### src/rtl/uart_cmd_parser_pkg.sv
// Shared types and constants for the host-command framer.
package uart_cmd_pkg;

  typedef enum logic [2:0] {
    ST_HUNT,
    ST_OPC,
    ST_LEN,
    ST_ARG,
    ST_CHK,
    ST_ISSUE
  } state_t;

  localparam logic [1:0] ERR_NONE    = 2'd0;
  localparam logic [1:0] ERR_CHK     = 2'd1;
  localparam logic [1:0] ERR_LEN     = 2'd2;
  localparam logic [1:0] ERR_TIMEOUT = 2'd3;

  localparam logic [7:0] SYNC_CHAR = 8'h24;
  localparam logic [7:0] OPC_START = 8'h53;
  localparam logic [7:0] OPC_STOP  = 8'h50;

endpackage

### src/rtl/uart_cmd_parser_if.sv
// Receive-FIFO head interface: the FIFO presents a byte, the parser pops it.
interface uart_cmd_parser_if;
  logic [7:0] rx_data;
  logic       rx_present;
  logic       rx_read;

  modport master (output rx_data, output rx_present, input rx_read);
  modport slave  (input rx_data, input rx_present, output rx_read);
endinterface

### src/rtl/uart_cmd_parser_timeout.sv
// Inter-byte watchdog: reloads to TIMEOUT_CYC on clear, counts down, flags zero.
module uart_cmd_timeout #(
  parameter int unsigned TIMEOUT_CYC = 1000000
) (
  input  logic clk,
  input  logic reset,
  input  logic clear,
  output logic expired
);
  localparam int unsigned W = $clog2(TIMEOUT_CYC + 1);

  logic [W-1:0] cnt;

  always_ff @(posedge clk or posedge reset) begin
    if (reset)             cnt <= '0;
    else if (clear)        cnt <= W'(TIMEOUT_CYC);
    else if (cnt != '0)    cnt <= cnt - 1'b1;
  end

  assign expired = (cnt == '0);
endmodule

### src/rtl/uart_cmd_parser.sv
// Frames SYNC,OPC,LEN,ARG[],CHK from the RX FIFO into command strobes and error reports.
//  state    | meaning
//  HUNT     | discard bytes until SYNC_CHAR
//  OPC      | take opcode, seed checksum
//  LEN      | take argument count, reject if too long
//  ARG      | collect LEN argument bytes
//  CHK      | compare checksum byte
//  ISSUE    | good frame strobes visible, no pop
module uart_cmd_parser #(
  parameter int unsigned ARG_MAX     = 9,
  parameter int unsigned NUM_PULSE   = 8,
  parameter logic [7:0]  OPC_BASE    = 8'h31,
  parameter logic [7:0]  SYNC_CHAR   = uart_cmd_pkg::SYNC_CHAR,
  parameter int unsigned TIMEOUT_CYC = 1000000
) (
  input  logic                   clk,
  input  logic                   reset,
  uart_cmd_parser_if.slave       rx,
  output logic [NUM_PULSE-1:0]   pulse_out,
  output logic                   run_level,
  output logic                   cmd_valid,
  output logic [7:0]             cmd_opcode,
  output logic [4:0]             cmd_len,
  output logic [8*ARG_MAX-1:0]   cmd_args,
  output logic                   err_valid,
  output logic [1:0]             err_code,
  output logic [7:0]             err_count
);
  import uart_cmd_pkg::*;

  state_t               state, state_nxt;
  logic                 rd_q, pop;
  logic [7:0]           byte_in;
  logic [7:0]           opc_q, chk_q;
  logic [4:0]           len_q;
  logic [3:0]           idx_q;
  logic [8*ARG_MAX-1:0] args_q;
  logic                 expired, tmo_clear;
  logic                 go_issue, err_set;
  logic [1:0]           err_nxt;
  logic [7:0]           pulse_idx;
  logic                 pulse_hit;

  // FIFO empty flag lags a pop by one cycle, so never pop twice in a row.
  assign pop        = rx.rx_present && !rd_q && (state != ST_ISSUE) && !reset;
  assign rx.rx_read = pop;
  assign byte_in    = rx.rx_data;
  assign tmo_clear  = pop || (state == ST_HUNT);

  uart_cmd_timeout #(.TIMEOUT_CYC(TIMEOUT_CYC)) u_timeout (
    .clk     (clk),
    .reset   (reset),
    .clear   (tmo_clear),
    .expired (expired)
  );

  always_comb begin
    state_nxt = state;
    go_issue  = 1'b0;
    err_set   = 1'b0;
    err_nxt   = ERR_NONE;
    if ((state == ST_OPC || state == ST_LEN || state == ST_ARG || state == ST_CHK)
        && expired && !pop) begin
      err_set   = 1'b1;
      err_nxt   = ERR_TIMEOUT;
      state_nxt = ST_HUNT;
    end else begin
      case (state)
        ST_HUNT:  if (pop && byte_in == SYNC_CHAR) state_nxt = ST_OPC;
        ST_OPC:   if (pop) state_nxt = ST_LEN;
        ST_LEN: begin
          if (pop) begin
            if (byte_in > 8'(ARG_MAX)) begin
              err_set   = 1'b1;
              err_nxt   = ERR_LEN;
              state_nxt = ST_HUNT;
            end else if (byte_in == 8'd0) begin
              state_nxt = ST_CHK;
            end else begin
              state_nxt = ST_ARG;
            end
          end
        end
        ST_ARG:   if (pop && ({1'b0, idx_q} == len_q - 5'd1)) state_nxt = ST_CHK;
        ST_CHK: begin
          if (pop) begin
            if (byte_in == chk_q) begin
              go_issue  = 1'b1;
              state_nxt = ST_ISSUE;
            end else begin
              err_set   = 1'b1;
              err_nxt   = ERR_CHK;
              state_nxt = ST_HUNT;
            end
          end
        end
        ST_ISSUE: state_nxt = ST_HUNT;
        default:  state_nxt = ST_HUNT;
      endcase
    end
  end

  always_ff @(posedge clk or posedge reset) begin
    if (reset) begin
      state  <= ST_HUNT;
      rd_q   <= 1'b0;
      opc_q  <= '0;
      chk_q  <= '0;
      len_q  <= '0;
      idx_q  <= '0;
      args_q <= '0;
    end else begin
      state <= state_nxt;
      rd_q  <= pop;
      case (state)
        ST_HUNT: args_q <= '0;
        ST_OPC: if (pop) begin
          opc_q <= byte_in;
          chk_q <= byte_in;
        end
        ST_LEN: if (pop) begin
          chk_q <= chk_q ^ byte_in;
          len_q <= byte_in[4:0];
          idx_q <= '0;
        end
        ST_ARG: if (pop) begin
          args_q[{idx_q, 3'b000} +: 8] <= byte_in;
          chk_q <= chk_q ^ byte_in;
          idx_q <= idx_q + 4'd1;
        end
        default: ;
      endcase
    end
  end

  assign pulse_idx = opc_q - OPC_BASE;
  assign pulse_hit = (opc_q >= OPC_BASE) && ({24'd0, pulse_idx} < NUM_PULSE);

  // Results register on the good CHK pop, so strobes appear one cycle after it.
  always_ff @(posedge clk or posedge reset) begin
    if (reset) begin
      pulse_out  <= '0;
      run_level  <= 1'b0;
      cmd_valid  <= 1'b0;
      cmd_opcode <= '0;
      cmd_len    <= '0;
      cmd_args   <= '0;
      err_valid  <= 1'b0;
      err_code   <= '0;
      err_count  <= '0;
    end else begin
      cmd_valid <= go_issue;
      err_valid <= err_set;
      pulse_out <= '0;
      if (go_issue) begin
        cmd_opcode <= opc_q;
        cmd_len    <= len_q;
        cmd_args   <= args_q;
        if (pulse_hit)             pulse_out <= NUM_PULSE'(1) << pulse_idx;
        if (opc_q == OPC_START)    run_level <= 1'b1;
        else if (opc_q == OPC_STOP) run_level <= 1'b0;
      end
      if (err_set) begin
        err_code <= err_nxt;
        if (err_count != 8'hFF) err_count <= err_count + 8'd1;
      end
    end
  end
endmodule
### src/flat_wrapper.sv
// flat-port wrapper written by rule: the top's interface ports become plain ports
module uart_cmd_parser_flat import uart_cmd_pkg::*;
#(
  parameter int unsigned ARG_MAX     = 9,
  parameter int unsigned NUM_PULSE   = 8,
  parameter logic [7:0]  OPC_BASE    = 8'h31,
  parameter logic [7:0]  SYNC_CHAR   = uart_cmd_pkg::SYNC_CHAR,
  parameter int unsigned TIMEOUT_CYC = 1000000
)
  (clk, reset, pulse_out, run_level, cmd_valid, cmd_opcode, cmd_len, cmd_args, err_valid, err_code, err_count, rx_rx_data, rx_rx_present, rx_rx_read);
  uart_cmd_parser_if rx_i ();
  input  logic clk;
  input  logic reset;
  output logic [NUM_PULSE-1:0] pulse_out;
  output logic run_level;
  output logic cmd_valid;
  output logic [7:0] cmd_opcode;
  output logic [4:0] cmd_len;
  output logic [8*ARG_MAX-1:0] cmd_args;
  output logic err_valid;
  output logic [1:0] err_code;
  output logic [7:0] err_count;
  input wire logic [$bits(rx_i.rx_data)-1:0] rx_rx_data;
  input wire logic [$bits(rx_i.rx_present)-1:0] rx_rx_present;
  output wire logic [$bits(rx_i.rx_read)-1:0] rx_rx_read;
  assign rx_i.rx_data = rx_rx_data;
  assign rx_i.rx_present = rx_rx_present;
  assign rx_rx_read = rx_i.rx_read;
  uart_cmd_parser #(.ARG_MAX(ARG_MAX), .NUM_PULSE(NUM_PULSE), .OPC_BASE(OPC_BASE), .SYNC_CHAR(SYNC_CHAR), .TIMEOUT_CYC(TIMEOUT_CYC)) u_core (.clk(clk), .reset(reset), .rx(rx_i), .pulse_out(pulse_out), .run_level(run_level), .cmd_valid(cmd_valid), .cmd_opcode(cmd_opcode), .cmd_len(cmd_len), .cmd_args(cmd_args), .err_valid(err_valid), .err_code(err_code), .err_count(err_count));
endmodule
### config.mk
export PLATFORM = sky130hd
export DESIGN_NAME = uart_cmd_parser_flat
export DESIGN_NICKNAME = d
export VERILOG_FILES = /design/src/rtl/uart_cmd_parser_pkg.sv /design/src/rtl/uart_cmd_parser_if.sv /design/src/rtl/uart_cmd_parser_timeout.sv /design/src/rtl/uart_cmd_parser.sv /design/src/flat_wrapper.sv
export SDC_FILE = /design/constraint.sdc
export NUM_CORES = 1
export LEC_CHECK = 0
export CORE_ASPECT_RATIO = 0.8
export CORE_UTILIZATION = 55
export DETAILED_ROUTE_END_ITERATION = 10
export GPL_TIMING_DRIVEN = 0
export PLACE_DENSITY = 0.79
export SLEW_MARGIN = 20
export SYNTH_ARGS = -nofsm -noshare
export SYNTH_HDL_FRONTEND = slang
export SYNTH_SLANG_ARGS = --single-unit
### constraint.sdc
create_clock -name clk -period 8.7 [get_ports clk]
set_input_delay 1.74 -clock clk [delete_from_list [all_inputs] [get_ports clk]]
set_output_delay 1.74 -clock clk [all_outputs]
set_load 0.005 [all_outputs]
==> Word-level counts from Yosys, hierarchy flattened <==
Index checks and enable logic that the tools add are counted.
{ "totals": {"output_inout_bits": 107, "elab_cells": 124, "reg_bits": 227, "inputBits": 11} }
{ "op_classes": {"n_eq_ne": 20, "bitwise_logic": 1, "n_shift": 3, "n_mux": 41, "addsub": 6, "order_cmp": 3, "n_reduce_logical": 33} }
{ "op_table": {"columns": ["op", "n"], "rows": [
  ["$pmux 72 s2", 1],
  ["$bwmux 72", 1],
  ["$mux 72", 1],
  ["$shift 8x9->72 const A", 1],
  ["$shiftx 8x9->72", 1],
  ["$mux 20", 2],
  ["$mux 8", 4],
  ["$mux 3", 9],
  ["$logic_not 20->1", 1],
  ["$reduce_bool 20->1", 1],
  ["$sub 20x1->20 const B", 1],
  ["$eq 8x7->1 const B", 2],
  ["$pmux 8 s2", 1],
  ["$pmux 3 s5", 1],
  ["$mux 1", 12],
  ["$reduce_and 2->1", 5],
  ["$reduce_bool 2->1", 5],
  ["$ne 3x2->1 const B", 3],
  ["$ne 3x3->1 const B", 3],
  ["$neg 7->9", 1],
  ["$add 8x1->8 const B", 1],
  ["$eq 8x6->1 const B", 1],
  ["$eq 8x8->1", 1],
  ["$ge 8x6->1 const B", 1],
  ["other kinds (26)", 47]
]} }

==> Depth between registers and ports, before layout <==
{ "depth": {"word_depth": 8, "mapped_depth": 11, "depth_no_buf": 8} }

==> By module <==
Synthesis repeated with hierarchy kept, for this count alone.
{ "hier_totals": {"hier_cells": 889, "hier_area_um2": 10176.0} }
{ "by_module_without_submodules": {"columns": ["module", "area_each_um2", "cells_per_inst", "instances", "seq_area_each_um2"], "rows": [
  ["uart_cmd_parser", 8899.8, 762, 1, 5180.0],
  ["uart_cmd_timeout", 1276.2, 127, 1, 500.5]
]} }

==> Worst setup path before layout <==
OpenSTA, ideal clock, no wires.
{ "synth_path": {"path_type": "input-to-output", "start": "input reset", "end": "output rx_rx_read", "path_stages": 3, "n_path_buf": 1, "arrival_ns": 2.420, "t_required_ns": 6.960, "setup_slack_ns": 4.540, "path_cell_list": "or3b_1 > buf_2 > a21oi_1"} }
{ "synth_between": {"elab_chain_cells": 2} }
{ "synth_rtl": {"columns": ["element", "line", "text"], "rows": [
  ["from (decl)", "flat_wrapper.sv:13", "input logic reset;"],
  ["$logic_not 1->1", "uart_cmd_parser.sv:45", "assign pop = rx.rx_present && !rd_q && (state != ST_ISSUE) && !reset;"],
  ["$logic_and 1x1->1", "uart_cmd_parser.sv:45", null],
  ["to (decl)", "flat_wrapper.sv:25", "output wire logic [$bits(rx_i.rx_read)-1:0] rx_rx_read;"]
]} }
Every way passes these cells.

==> Worst setup path after layout <==
Same ends and word-level chain as after synthesis.

==> results.json <==
{
  "outcome": "complete, no violations",
  "async_reset_ff_frac": 1.00,
  "switching_share": 0.311,
  "starting_drt_drc_count": 442,
  "power.density_nw_per_um2": 242,
  "crit-reg2reg-launch": "u_core.idx_q[0]",
  "number_of_flops_mapped_to_enable_cells_by_yosys": 0,
  "synth_cell_types": 58,
  "gp_routability_congestion": 0.900,
  "first_pass_iters": 5,
  "drtAntennaViolNets": 0,
  "cts.root.buffer_cell": "clkbuf_16",
  "share_comb_of_total_power": 0.230,
  "yosysTopAreaCellShare": 0.583,
  "yosys-top-cells-area": "dfrtp_1, mux2_2, a22o_1",
  "routed_wirelength_normalized_by_instance_count_um": 18.3,
  "insertedDiodeCount": 0,
  "netlist_area_um2": 9740,
  "cts_inserted_buffers": 22,
  "crit_path_start": "reset",
  "cp_cell_sequence": "clkdlybuf4s50_1, or3b_1, buf_2, a21oi_1, clkdlybuf4s50_1",
  "achievable-frequency_mhz": 184,
  "hpwl_um": 14300,
  "final_layout_size_suffix_gt1_frac": 0.174,
  "clock_latency_late_sink_ps": 510,
  "drt-vias-per-instance": 5.70,
  "syn-num-nets": 829,
  "internal_power_mw": 2.00,
  "synth.yosys.seq_area_share": 0.583,
  "grt_pass1_wl_um": 34800,
  "cp_data_arrival_time_ps": 3710,
  "startpoint_of_the_worst_hold_path": "u_core.err_code[1]",
  "most_frequent_cell_on_the_critical_path": "clkdlybuf4s50_1",
  "grt_antenna_before_repair": 0,
  "cp_slowest_cell": "clkdlybuf4s50_1",
  "drc_errors": 0,
  "yosysMostFrequentCell": "dfrtp_1",
  "net-switching-power_uw": 906,
  "grt-ovfl-total": 0,
  "timing.hold.worst.class": "register to register",
  "seqPwrFrac": 0.425,
  "vdd_drop_max_mv": 0.150,
  "rsz0062_at_grt": "no",
  "slew_viol_final": 0,
  "final.period_utilization": 0.626,
  "cts_tree": "yes",
  "synth_area_per_cell_um2": 12.1,
  "gr-usage-all-layers": 0.246,
  "critPathMaxFanout": 8,
  "boundaryPins": 118,
  "worst-setup-path-type": "input pin to primary output",
  "postCtsHoldBufs": 0,
  "report.final.hold_viol_count": 0,
  "ff_to_ff_end": "u_core.args_q[4]",
  "post_synth_most_frequent_cells": "dfrtp_1, mux2_2, nand2_1, a22o_1, o21ai_0",
  "crit_path_max_incr_delay_ps": 560,
  "fp.dieH_um": 121,
  "post_dp_cell_area_um2": 11300,
  "io_buffer_count": 116,
  "end_kind": "primary output",
  "post-route-cell-area_um2": 12000,
  "drt_wl_total_um": 21700,
  "cts-resized-gates": 0,
  "ff2ff_path_depth": 8,
  "grt_pass1_vias": 6454,
  "die_width_um": 151,
  "areaGrowthSynthToFinish_pct": 23.4,
  "finish.utilization": 0.694,
  "worst_slew_pin_tran_ps": 1050,
  "reg2reg_setup_slack_ps": 5220,
  "p_leak_nw": 5.46,
  "hold_path_end": "u_core.err_code[1]",
  "max-slew-margin-rel": 0.301,
  "yosys_most_used_dff": "dfrtp_1",
  "timing.max_cap.violations": 0,
  "finalSetupViolations": 0,
  "clockPowerShare": 0.345,
  "synth-seq-cells": 227,
  "synthCells": 806,
  "clock_sink_count": 227,
  "yosysWarnings": 0,
  "clkSlewWorstSetupHoldPaths_ps": 60,
  "worst_setup_path_start_kind": "input pin",
  "post-synth-top-area-cell": "dfrtp_1",
  "floorplan.initialDensity": 0.562,
  "htree_levels": 1,
  "worst_case_clock_buffer_depth": 3,
  "fp.dieArea_um2": 18200,
  "final.fill_count": 1262,
  "hold-path-cell-count": 2,
  "skew_ps": 20.7,
  "fin_nets": 971,
  "rows": 43,
  "placeableCoreArea_um2": 17300,
  "largest_net_degree_at_the_start_of_global_routing": 105,
  "detailroute.via_count": 6761,
  "critical_path_required_ps": 6960,
  "fin_crit_ps": 5450,
  "post-cts-setup-buffers": 0
}
routing by layer:
layer	up-vias	routed length [um]	track usage
li1	3149	-	-
met1	3374	10300	0.376
met2	209	9660	0.364
met3	29	1450	0.0481
met4	0	296	0.0500
met5	-	0	0
worst max-delay path: cells and delay by family:
kind | cells | cell delay, ps
buffers and inverters | 3 | 1320
AND/OR/NAND/NOR | 1 | 400
AO/OA/AOI/OAI | 1 | 250
cells by family after synthesis:
group,share of synthesized area
DFF,0.583
and+or+nand+nor,0.118
AOI/OAI and AO/OA,0.0949
muxes,0.118
buffers and inverters,0.0303
xor gates and xnor gates,0.0402
adders and majority gates,0.0154
power groups by stage:
stage / logic [mW] / clock network (mW) / registers, mW
4_1_cts: 0.663 / 1.02 / 1.23
2_1_floorplan: 0.491 / 0 / 1.23
6_report: 0.668 / 1.00 / 1.24
5_1_grt: 0.738 / 1.07 / 1.25
3_5_place_dp: 0.658 / 0 / 1.25
3_3_place_gp: 0.636 / 0 / 1.25
state kept, by name, summed over array words and instances (netlist names), 2 cells and up:
| signal | count |
|---|---|
| u_core.pulse_out | 8 |
| u_core.cmd_len | 5 |
| u_core.opc_q | 8 |
| u_core.err_count | 8 |
| u_core.cmd_opcode | 8 |
| u_core.cmd_args | 72 |
| u_core.u_timeout.cnt | 20 |
| u_core.state | 3 |
| u_core.err_code | 2 |
| u_core.len_q | 5 |
| u_core.chk_q | 8 |
| u_core.args_q | 72 |
| u_core.idx_q | 4 |
cell usage in the layout, fill, tap and decap left out, drive strengths merged, types with 10 or more instances in the layout:
cell type	count
a21oi	11
xnor2	25
dfrtp	227
nand2	56
nor2	39
nand2b	10
clkdlybuf4s50	116
ha	12
nand3	37
inv	35
nand4	11
xor2	17
buf	18
clkbuf	52
o21ai	45
mux2	100
nor4	12
nor3	17
a22o	49
how the worst max path moves through the flow:
stage | to | slack [ps] | cells after the start
floorplan | u_core.args_q[0] | 740 | 1
global placement | u_core.cmd_args[41] | -2080 | 2
detailed placement | rx_rx_read | 3280 | 5
CTS | rx_rx_read | 3230 | 5
global route | rx_rx_read | 3160 | 5
finish | rx_rx_read | 3250 | 5
area by class of cell:
class	count	area [um2]	share of cell area
plain buffers	38	164	0.0136
well taps	225	282	0.0234
clock buffers	30	652	0.0542
inverters	35	139	0.0116
flip-flops and latches	227	5680	0.473
repair buffers	118	1220	0.101
clock inverters	8	115	0.00958
multi-input cells	506	3770	0.314
per-stage QoR:
step	setup WS, ps	TNS (ps)	total power [mW]	hold slack (ps)	cells
6_report	3250	0	2.91	479	1187
5_1_grt	3160	0	3.05	510	1187
4_1_cts	3230	0	2.92	481	1187
3_5_place_dp	3280	0	1.91	466	1149
3_3_place_gp	-2080	-469120	1.89	461	1147
2_1_floorplan	740	0	1.72	444	806
Power figures use the tool's default switching activity.
